--- config.mk ---
export PLATFORM = sky130hd
export DESIGN_NAME = cdb_arbiter_flat
export DESIGN_NICKNAME = d
export VERILOG_FILES = /design/src/rtl/cdb_arbiter_pkg.sv /design/src/rtl/cdb_arbiter_if.sv /design/src/rtl/cdb_arbiter_rr_pick.sv /design/src/rtl/cdb_arbiter.sv /design/src/flat_wrapper.sv
export SDC_FILE = /design/constraint.sdc
export NUM_CORES = 1
export LEC_CHECK = 0
export CAP_MARGIN = 20
export CORE_AREA = 2 2 178 180
export CTS_CLUSTER_SIZE = 40
export DETAILED_ROUTE_END_ITERATION = 8
export DIE_AREA = 0 0 180 182
export GPL_TIMING_DRIVEN = 0
export PLACE_DENSITY_LB_ADDON = 0.05
export REMOVE_ABC_BUFFERS = 1
export SLEW_MARGIN = 5
export SYNTH_ARGS = -nofsm -noshare
export SYNTH_HDL_FRONTEND = slang
export SYNTH_HIERARCHICAL = 1
export SYNTH_SLANG_ARGS = --single-unit
--- constraint.sdc ---
create_clock -name clock -period 19.8 [get_ports clock]
set_input_delay 1.98 -clock clock [delete_from_list [all_inputs] [get_ports clock]]
set_output_delay 1.98 -clock clock [all_outputs]
set_load 0.02 [all_outputs]
--- src/rtl/cdb_arbiter_pkg.sv ---
// -----------------------------------------------------------------------------
// cdb_arbiter_pkg
// Shared sizing, types and helpers for the CDB writeback arbiter.
//   NUM_REQ  : number of FU requesters competing for the CDB
//   N_LANES  : CDB lanes broadcast per cycle
//   DATA_W   : result value width
//   PRN_W    : physical register tag width
//   ROBN_W   : ROB index width
//   cdb_packet_t : one CDB lane (valid, dest_prn, value, robn)
//   wrap_inc : modular +1 on a requester index (NUM_REQ need not be a power of two)
// -----------------------------------------------------------------------------
package cdb_arbiter_pkg;

    localparam int NUM_REQ = 8;
    localparam int N_LANES = 2;
    localparam int DATA_W  = 32;
    localparam int PRN_W   = 6;
    localparam int ROBN_W  = 5;

    localparam int PTR_W = $clog2(NUM_REQ);
    localparam int CNT_W = $clog2(N_LANES + 1);

    typedef logic [PTR_W-1:0] ptr_t;
    typedef logic [CNT_W-1:0] cnt_t;

    typedef struct packed {
        logic              valid;
        logic [PRN_W-1:0]  dest_prn;
        logic [DATA_W-1:0] value;
        logic [ROBN_W-1:0] robn;
    } cdb_packet_t;

    // Explicit wrap so a non power-of-two requester count never lands on an
    // index that does not exist.
    function automatic ptr_t wrap_inc(input ptr_t idx);
        if (idx == ptr_t'(NUM_REQ - 1)) begin
            return '0;
        end
        return idx + ptr_t'(1);
    endfunction

endpackage

--- src/rtl/cdb_arbiter_if.sv ---
// -----------------------------------------------------------------------------
// cdb_arbiter_if
// Bundles the FU request side and the CDB broadcast side of the arbiter.
//   master : core/FU side -- drives squash and requests, sees grants and CDB
//   slave  : arbiter side -- sees requests, drives grants, CDB and grant count
// Signals:
//   squash                 ROB mispredict flush
//   req_valid/prn/value/robn  per-requester completed result
//   req_ready              per-requester grant
//   cdb_valid/prn/value/robn  per-lane registered broadcast
//   grant_cnt              grants issued this cycle
// -----------------------------------------------------------------------------
interface cdb_arbiter_if;
    import cdb_arbiter_pkg::*;

    logic                             squash;
    logic [NUM_REQ-1:0]               req_valid;
    logic [NUM_REQ-1:0][PRN_W-1:0]    req_prn;
    logic [NUM_REQ-1:0][DATA_W-1:0]   req_value;
    logic [NUM_REQ-1:0][ROBN_W-1:0]   req_robn;
    logic [NUM_REQ-1:0]               req_ready;
    logic [N_LANES-1:0]               cdb_valid;
    logic [N_LANES-1:0][PRN_W-1:0]    cdb_prn;
    logic [N_LANES-1:0][DATA_W-1:0]   cdb_value;
    logic [N_LANES-1:0][ROBN_W-1:0]   cdb_robn;
    logic [CNT_W-1:0]                 grant_cnt;

    modport master (
        output squash, req_valid, req_prn, req_value, req_robn,
        input  req_ready, cdb_valid, cdb_prn, cdb_value, cdb_robn, grant_cnt
    );

    modport slave (
        input  squash, req_valid, req_prn, req_value, req_robn,
        output req_ready, cdb_valid, cdb_prn, cdb_value, cdb_robn, grant_cnt
    );

endinterface

--- src/rtl/cdb_arbiter_rr_pick.sv ---
// -----------------------------------------------------------------------------
// cdb_arbiter_rr_pick
// Rotating first-N-set picker. Starting at ptr and walking upward with wrap,
// the first N_LANES set bits of req_vec are granted.
//   req_vec   in  NUM_REQ            candidates
//   ptr       in  PTR_W              scan start index
//   grant     out NUM_REQ            one-hot-per-winner grant vector
//   lane_idx  out N_LANES x PTR_W    requester index packed into lane k
//   lane_used out N_LANES            lane k carries a winner
//   last_idx  out PTR_W              last winner in scan order
//   count     out CNT_W              number of winners
// -----------------------------------------------------------------------------
module cdb_arbiter_rr_pick
    import cdb_arbiter_pkg::*;
(
    input  logic [NUM_REQ-1:0]            req_vec,
    input  ptr_t                          ptr,
    output logic [NUM_REQ-1:0]            grant,
    output logic [N_LANES-1:0][PTR_W-1:0] lane_idx,
    output logic [N_LANES-1:0]            lane_used,
    output ptr_t                          last_idx,
    output cnt_t                          count
);

    // Walk all requesters once in rotated order; the running winner count
    // doubles as the lane number, so lanes fill from 0 with no gaps.
    always_comb begin
        ptr_t idx;
        cnt_t n;
        grant     = '0;
        lane_idx  = '0;
        lane_used = '0;
        last_idx  = ptr;
        n         = '0;
        idx       = ptr;
        for (int i = 0; i < NUM_REQ; i++) begin
            if (req_vec[idx] && (n < cnt_t'(N_LANES))) begin
                grant[idx] = 1'b1;
                for (int k = 0; k < N_LANES; k++) begin
                    if (n == cnt_t'(k)) begin
                        lane_idx[k]  = idx;
                        lane_used[k] = 1'b1;
                    end
                end
                last_idx = idx;
                n        = n + cnt_t'(1);
            end
            idx = wrap_inc(idx);
        end
        count = n;
    end

endmodule

--- src/rtl/cdb_arbiter.sv ---
// -----------------------------------------------------------------------------
// cdb_arbiter
// Writeback scheduler: each cycle grants up to N_LANES completed FU results in
// rotating priority order and broadcasts them, registered, on the CDB one
// cycle later.
//   clock  in   rising-edge clock
//   reset  in   asynchronous, active-low reset
//   bus    slave modport of cdb_arbiter_if (requests, grants, CDB, grant_cnt)
// -----------------------------------------------------------------------------
module cdb_arbiter
    import cdb_arbiter_pkg::*;
(
    input  logic          clock,
    input  logic          reset,
    cdb_arbiter_if.slave  bus
);

    ptr_t                          ptr;
    logic [NUM_REQ-1:0]            pick_vec;
    logic [NUM_REQ-1:0]            grant;
    logic [N_LANES-1:0][PTR_W-1:0] lane_idx;
    logic [N_LANES-1:0]            lane_used;
    ptr_t                          last_idx;
    cnt_t                          count;
    cdb_packet_t [N_LANES-1:0]     lane_d;
    cdb_packet_t [N_LANES-1:0]     lane_q;

    // Masking the candidates (rather than the grants) keeps req_ready,
    // grant_cnt and the next-cycle CDB consistent under squash and reset.
    assign pick_vec = (reset && !bus.squash) ? bus.req_valid : '0;

    cdb_arbiter_rr_pick u_pick (
        .req_vec   (pick_vec),
        .ptr       (ptr),
        .grant     (grant),
        .lane_idx  (lane_idx),
        .lane_used (lane_used),
        .last_idx  (last_idx),
        .count     (count)
    );

    assign bus.req_ready = grant;
    assign bus.grant_cnt = count;

    // Steer each winner's result into its lane; unused lanes carry zeros.
    always_comb begin
        lane_d = '0;
        for (int k = 0; k < N_LANES; k++) begin
            if (lane_used[k]) begin
                lane_d[k].valid    = 1'b1;
                lane_d[k].dest_prn = bus.req_prn[lane_idx[k]];
                lane_d[k].value    = bus.req_value[lane_idx[k]];
                lane_d[k].robn     = bus.req_robn[lane_idx[k]];
            end
        end
    end

    // Priority pointer moves past the last winner; squash restarts it at 0.
    // The output register is the only storage for granted data.
    always_ff @(posedge clock or negedge reset) begin
        if (!reset) begin
            ptr    <= '0;
            lane_q <= '0;
        end else begin
            lane_q <= lane_d;
            if (bus.squash) begin
                ptr <= '0;
            end else if (count != '0) begin
                ptr <= wrap_inc(last_idx);
            end
        end
    end

    for (genvar k = 0; k < N_LANES; k++) begin : g_lane_out
        assign bus.cdb_valid[k] = lane_q[k].valid;
        assign bus.cdb_prn[k]   = lane_q[k].dest_prn;
        assign bus.cdb_value[k] = lane_q[k].value;
        assign bus.cdb_robn[k]  = lane_q[k].robn;
    end

endmodule

--- src/flat_wrapper.sv ---
// flat-port wrapper written by rule: the top's interface ports become plain ports
module cdb_arbiter_flat import cdb_arbiter_pkg::*;
  (clock, reset, bus_squash, bus_req_valid, bus_req_prn, bus_req_value, bus_req_robn, bus_req_ready, bus_cdb_valid, bus_cdb_prn, bus_cdb_value, bus_cdb_robn, bus_grant_cnt);
  cdb_arbiter_if bus_i ();
  input  logic clock;
  input  logic reset;
  input wire logic [$bits(bus_i.squash)-1:0] bus_squash;
  input wire logic [$bits(bus_i.req_valid)-1:0] bus_req_valid;
  input wire logic [$bits(bus_i.req_prn)-1:0] bus_req_prn;
  input wire logic [$bits(bus_i.req_value)-1:0] bus_req_value;
  input wire logic [$bits(bus_i.req_robn)-1:0] bus_req_robn;
  output wire logic [$bits(bus_i.req_ready)-1:0] bus_req_ready;
  output wire logic [$bits(bus_i.cdb_valid)-1:0] bus_cdb_valid;
  output wire logic [$bits(bus_i.cdb_prn)-1:0] bus_cdb_prn;
  output wire logic [$bits(bus_i.cdb_value)-1:0] bus_cdb_value;
  output wire logic [$bits(bus_i.cdb_robn)-1:0] bus_cdb_robn;
  output wire logic [$bits(bus_i.grant_cnt)-1:0] bus_grant_cnt;
  assign bus_i.squash = bus_squash;
  assign bus_i.req_valid = bus_req_valid;
  assign bus_i.req_prn = bus_req_prn;
  assign bus_i.req_value = bus_req_value;
  assign bus_i.req_robn = bus_req_robn;
  assign bus_req_ready = bus_i.req_ready;
  assign bus_cdb_valid = bus_i.cdb_valid;
  assign bus_cdb_prn = bus_i.cdb_prn;
  assign bus_cdb_value = bus_i.cdb_value;
  assign bus_cdb_robn = bus_i.cdb_robn;
  assign bus_grant_cnt = bus_i.grant_cnt;
  cdb_arbiter u_core (.clock(clock), .reset(reset), .bus(bus_i));
endmodule
; After elaboration in Yosys (flattened, before gate mapping)
; Cells that the tools add are included.
; Widths: inputs -> output; s select.
[word_totals]
ff_bits = 91
in_bits = 355
output_inout_bits = 98
[classes]
n_addsub = 15
order_cmp = 25
n_eq_ne = 15
n_mux = 142
bitwise = 7
n_reduce_logical = 26
[op_table]
columns = op, count
row1 = $bmux 32 s3, 2
row2 = $mux 3, 40
row3 = $mux 44, 2
row4 = $mux 8, 9
row5 = $mux 32, 2
row6 = $or 8x8->8, 7
row7 = $mux 6, 9
row8 = $mux 1, 42
row9 = $lt 3x4->1 const B, 10
row10 = $bmux 6 s3, 2
row11 = $bmux 5 s3, 2
row12 = $mux 2, 14
row13 = $add 3x1->3 const B, 8
row14 = $bmux 1 s3, 8
row15 = $demux 1 s3, 8
row16 = $eq 3x3->1 const B, 8
row17 = $ge 3x1->1 const B, 8
row18 = $logic_and 1x1->1, 16
row19 = $add 2x1->2 const B, 7
row20 = $eq 2x1->1 const B, 7
row21 = $logic_not 2->1, 7
row22 = $lt 2x2->1 const B, 7
row23 = $mux 5, 2
row24 = $reduce_bool 2->1, 2
row25 = $logic_not 1->1, 1

; Longest topological paths before layout
[depth]
word_depth = 34
mapped_depth = 37

; Cells and area by module
; Netlist, hierarchy kept.
[by_module_without_submodules]
columns = module, instances, cells_per_inst, area_each_um2, seq_area_each_um2
row1 = cdb_arbiter, 1, 704, 8683.3, 2277.2
row2 = cdb_arbiter_rr_pick, 1, 334, 2473.6, 0.0

; Least setup slack after synthesis
; OpenSTA, ideal clock, no wires.
[synth_timing]
path_type = input -> output
start = input reset
end = output bus_grant_cnt[1]
t_arrival_ps = 7891
required_time_ps = 17820
setup_slack_ps = 9929
stages = 24
path_buffers = 2
path_cell_list = nor2b_1 and2_1 mux4_2 mux2i_1 inv_1 ha_1 clkbuf_1 inv_1 a21oi_1 or2_2 ha_1 o221ai_2 inv_1 ha_1 nor3_1 nor2_1 ha_1 a2111oi_1 nor4_2 and2_1 buf_2 xnor2_2 ha_1 a21oi_1
[synth_via]
elab_chain_len = 26
elab_cells_between_ends = 47
classes_between = 7 x add/sub / 7 x order compare / 25 x mux / 8 x reduce/logical
[synth_rtl]
columns = item, line_no
row1 = start: declaration, flat_wrapper.sv:6  ; input logic reset;
row2 = $logic_and 1x1->1 (*), cdb_arbiter.sv:30  ; assign pick_vec = (reset && !bus.squash) ? bus.req_valid : '0;
row3 = $mux 8 (*), cdb_arbiter.sv:30
row4 = via u_core.pick_vec[4], cdb_arbiter.sv:19  ; logic [NUM_REQ-1:0] pick_vec;
row5 = $bmux 1 s3, cdb_arbiter_rr_pick.sv:37  ; if (req_vec[idx] && (n < cnt_t'(N_LANES))) begin
row6 = $mux 1 (not written as such), cdb_arbiter_rr_pick.sv:37
row7 = $mux 1, cdb_arbiter_rr_pick.sv:37
row8 = $lt 2x2->1, cdb_arbiter_rr_pick.sv:37
row9 = $logic_and 1x1->1, cdb_arbiter_rr_pick.sv:37
row10 = (+11 left out), --
row11 = $logic_and 1x1->1, cdb_arbiter_rr_pick.sv:37
row12 = $mux 2, cdb_arbiter_rr_pick.sv:37
row13 = $lt 2x2->1, cdb_arbiter_rr_pick.sv:37
row14 = $logic_and 1x1->1, cdb_arbiter_rr_pick.sv:37
row15 = $mux 2, cdb_arbiter_rr_pick.sv:37
row16 = $lt 2x2->1, cdb_arbiter_rr_pick.sv:37
row17 = $logic_and 1x1->1, cdb_arbiter_rr_pick.sv:37
row18 = $mux 2 (*), cdb_arbiter_rr_pick.sv:37
row19 = end: declaration, flat_wrapper.sv:17  ; output wire logic [$bits(bus_i.grant_cnt)-1:0] bus_grant_cnt;
; The timed path passes the listed nets; every way through them passes the cells marked *. The select of a mux whose other input is x is not followed.

; Worst setup path in the final report
[layout_timing]
start = register u_core.ptr[0]
end = output bus_grant_cnt[1]
[layout_via]
elab_chain_len = 25
elab_cells_between_ends = 73
classes_between = 14 x add/sub / 7 x order compare / 7 x eq/ne / 38 x mux / 7 x reduce/logical
[layout_rtl]
columns = item, line_no
row1 = start: declaration, cdb_arbiter.sv:18  ; ptr_t ptr;
row2 = start signal: assignment, cdb_arbiter.sv:69  ; ptr <= wrap_inc(last_idx);
row3 = "parallel branches: the longest is 24 deep, another holds $add 3x1->3", --
row4 = $mux 2 (*), cdb_arbiter_rr_pick.sv:37
; Mark *: on every way between the ends. The select of a mux whose other input is x is not followed.

==> metrics.md <==
| Metric | Value |
|---|---|
| Unrepaired setup endpoints after global routing | `false` |
| Yosys reg bits | `91` |
| Top-count cell post-synth | `inv_1` |
| Status | `finished clean` |
| Worst Setup SP | `u_core/ptr[0]$_DFFE_PN0P_` |
| Synth area leaders | `dfrtp_1, mux4_2, a221oi_2` |
| Fin crit share | `~63%` |
| Post-Syn Instances | `1038` |
| EDFF count, synth | `0` |
| Initial antenna violation count | `12` |
| Critical-path top delay cell | `or2_1` |
| Top FF cell, synth | `dfrtp_1` |
| Hold buffers post-CTS | `0` |
| Most frequent CP cell | `ha_1` |
| Clock sink total | `91` |
| Area after DPL | `between 15000 and 20000 um^2` |
| Rows | `65` |
| Initial Util | `36.0%` |
| Fraction of synthesized cell area taken by the top area cell type | `20.4%` |
| Setup violations, final | `0` |
| Avg Inst Size Synth | `10.7 um^2` |
| Largest net degree at the start of global routing | `slightly below 50` |
| Vias per cell | `5.75` |
| Cells along the critical path | `ha_1, ha_1, or2_1, clkinv_4, ha_1, a21boi_2, ha_1, a21boi_1, ha_1, a21boi_1, ha_1, a21boi_1, ha_1, inv_1, o21ai_0, inv_1, ha_1, o21ai_0, mux4_2, nand2b_1, a21oi_2, nor3b_1, a21oi_1, clkdlybuf4s50_1` |
| Clock Latency Late Sink | `0.37 ns` |
| Root buffer cell | `clkbuf_16` |
| Buffers on Ports | `452` |
| Inserted Clock Buffers | `9` |
| CP top delay family | `compound AO/OA/AOI/OAI gates` |
| Netlist cell types | `69` |
| Required @ worst endpoint | `17.82 ns` |
| Placed cell count | `1845` |
| Maximum clock path buffer count | `2` |
| Die Ht | `182 um` |
| Crit path depth | `24` |
| Min-Delay Path Class | `reg -> reg` |
| Post-synthesis sequential area ratio | `20.4%` |
| H-tree depth | `3` |
| DRT antenna net count | `0` |
| Cells on Worst Hold Path | `2` |
| Final Util | `between 50% and 60%` |
| Crit path buf inv count | `4` |
| GRT Resource Usage Total | `29.1%` |
| DIE WIDTH | `~180 um` |
| Layout Cells excl Fill | `~1900` |
| CP Capture Type | `output port` |
| Final global-route overflow total | `0` |
| I/O Pins | `roughly 450` |
| Via count | `between 10000 and 15000` |
| Post-CTS Resized | `0` |
| Crit path to | `bus_grant_cnt[1]` |
| FILL cells | `about 2700` |
| Yosys warning count | `6` |
| Routability cong. | `0.910` |
| CP max FO | `32` |
| Setup crit start kind | `flip-flop` |
| First-pass GRT wire length | `roughly 72000 um` |
| Design Area, Final | `17100 um^2` |
| Worst-path clk slew | `about 0.070 ns` |
| Number of max-cap violations | `0` |
| Die area | `32800 um^2` |
| Final net count | `1840` |
| Multi-input logic area | `roughly 8000 um^2` |
| Post-CTS Setup Bufs | `0` |
| WL final | `48300 um` |
| Fin. Hold Viols | `0` |
| Synthesized area | `11200 um^2` |
| Worst r2r path cells | `30` |
| Final HPWL from detailed placement | `between 30000 and 40000 um` |
| Initial DRC Count | `695` |
| Final worst clock skew | `0.00908 ns` |
| R2R Setup Slk | `8.16 ns` |
| Slowest stage delay, CP | `0.81 ns` |
| Worst-margin pin slew | `1.09 ns` |
| Worst r2r src | `u_core/ptr[0]$_DFFE_PN0P_` |
| Layout cells sized above 1 | `24.6%` |
| Pre-antenna DRT Iters | `6` |
| Arrival time at the worst endpoint | `10.49 ns` |
| Fin. max-slew vios | `0` |
| Top cells by count, synth | `inv_1, o21ai_0, mux2i_1, mux4_2, mux2_2` |
| Area leader, netlist | `dfrtp_1` |
| CTS tree | `built` |
| Area growth, synth to finish | `53.4%` |
| Max Clk Rate | `80.2 MHz` |
| Max_slew headroom | `27.4%` |
| Critical Setup Path Class | `reg -> out` |
| Core region area | `31000 um^2` |
| DR DRC count | `0` |
| R2r endpoint | `u_core/bus.cdb_value[47]$_DFF_PN0_` |
| Fin crit period | `~12 ns` |
| Post-synth ARST share | `100%` |
| Vias in the first global route | `11100` |
| DR WL/cell | `25.8 um` |
| Register Area | `2280 um^2` |
-- registers in the layout, indices dropped and copies added, names as in the netlist --
signal                flops
u_core/bus.cdb_prn       12
u_core/bus.cdb_robn      10
u_core/bus.cdb_valid      2
u_core/bus.cdb_value     64
u_core/ptr                3
-- kinds of logic after synthesis --
family	Yosys count	synth area share, %
mux	289	37.8
compound gates	288	22.9
buf+inv	199	8.93
simple gates	133	5.79
flops	91	20.4
fa+ha+maj	31	3.48
xor+xnor	7	0.684
-- worst register-to-register path: cells and delay by family, from the launching register on --
family | cells | cell delay (ns)
AND/OR/NAND/NOR | 3 | 1.50
adder cells (fa/ha/maj) | 8 | 2.55
flip-flops | 1 | 0.75
buffers and inverters | 8 | 1.49
AO/OA/AOI/OAI | 8 | 3.53
multiplexers | 3 | 1.70
-- metrics by stage --
step / hold WS (ns) / setup TNS [ns] / worst slack, ns
after floorplan: 0.600 / 0 / 3.00
after global placement: 0.670 / -656.77 / -8.19
after detailed placement: 0.687 / 0 / 7.77
after CTS: 0.697 / 0 / 7.36
after global routing: 0.731 / 0 / 6.67
final: 0.688 / 0 / 7.33
-- cells in the final DEF (no fill, tap or decap), types with 6 or more instances in the layout --
master / netlist / final
a211oi_1: 7 / 6
a21oi_1: 21 / 21
a221o_1: 8 / 8
a221oi_1: 6 / 6
a221oi_2: 80 / 80
a222oi_1: 8 / 8
and2_1: 11 / 11
buf_16: 0 / 33
clkbuf_16: 0 / 9
clkdlybuf4s50_1: 0 / 451
dfrtp_1: 91 / 91
diode_2: 0 / 10
ha_1: 31 / 31
inv_1: 107 / 107
mux2_2: 93 / 93
mux2i_1: 99 / 95
mux4_2: 96 / 96
nand2_1: 50 / 50
nor2_1: 28 / 28
nor3_1: 7 / 6
o211ai_1: 8 / 8
o21ai_0: 105 / 105
-- area by class of cell --
type | count | area share (%)
repair buffers | 496 | 32.8
clock inverters | 3 | 0.270
well taps | 402 | 2.94
multi-input cells | 748 | 46.7
clock buffers | 13 | 1.52
diodes | 10 | 0.146
inverters | 108 | 2.40
flip-flops and latches | 91 | 13.3
-- layer usage --
layer	track usage, %	vias up	part of all wire, %	wire, um
met5	0	-	0.066	32
met4	10.4	4	2.6	1260
met3	5.86	68	5.8	2780
met2	49.2	388	50	24000
met1	36.9	5403	42	20200
li1	-	4902	-	-
-- worst min-delay path by stage --
stage                               from                   endpoint  slack, ns
2_1_floorplan  u_core/ptr[1]$_DFFE_PN0P_  u_core/ptr[1]$_DFFE_PN0P_       0.60
3_3_place_gp   u_core/ptr[1]$_DFFE_PN0P_  u_core/ptr[1]$_DFFE_PN0P_       0.67
3_5_place_dp   u_core/ptr[1]$_DFFE_PN0P_  u_core/ptr[1]$_DFFE_PN0P_       0.69
4_1_cts        u_core/ptr[1]$_DFFE_PN0P_  u_core/ptr[1]$_DFFE_PN0P_       0.70
5_1_grt        u_core/ptr[1]$_DFFE_PN0P_  u_core/ptr[1]$_DFFE_PN0P_       0.73
6_report       u_core/ptr[1]$_DFFE_PN0P_  u_core/ptr[1]$_DFFE_PN0P_       0.69
Power is left out: the tool's default activity adds up to more than one toggle a clock period on the data nets, which glitch-free logic cannot reach.
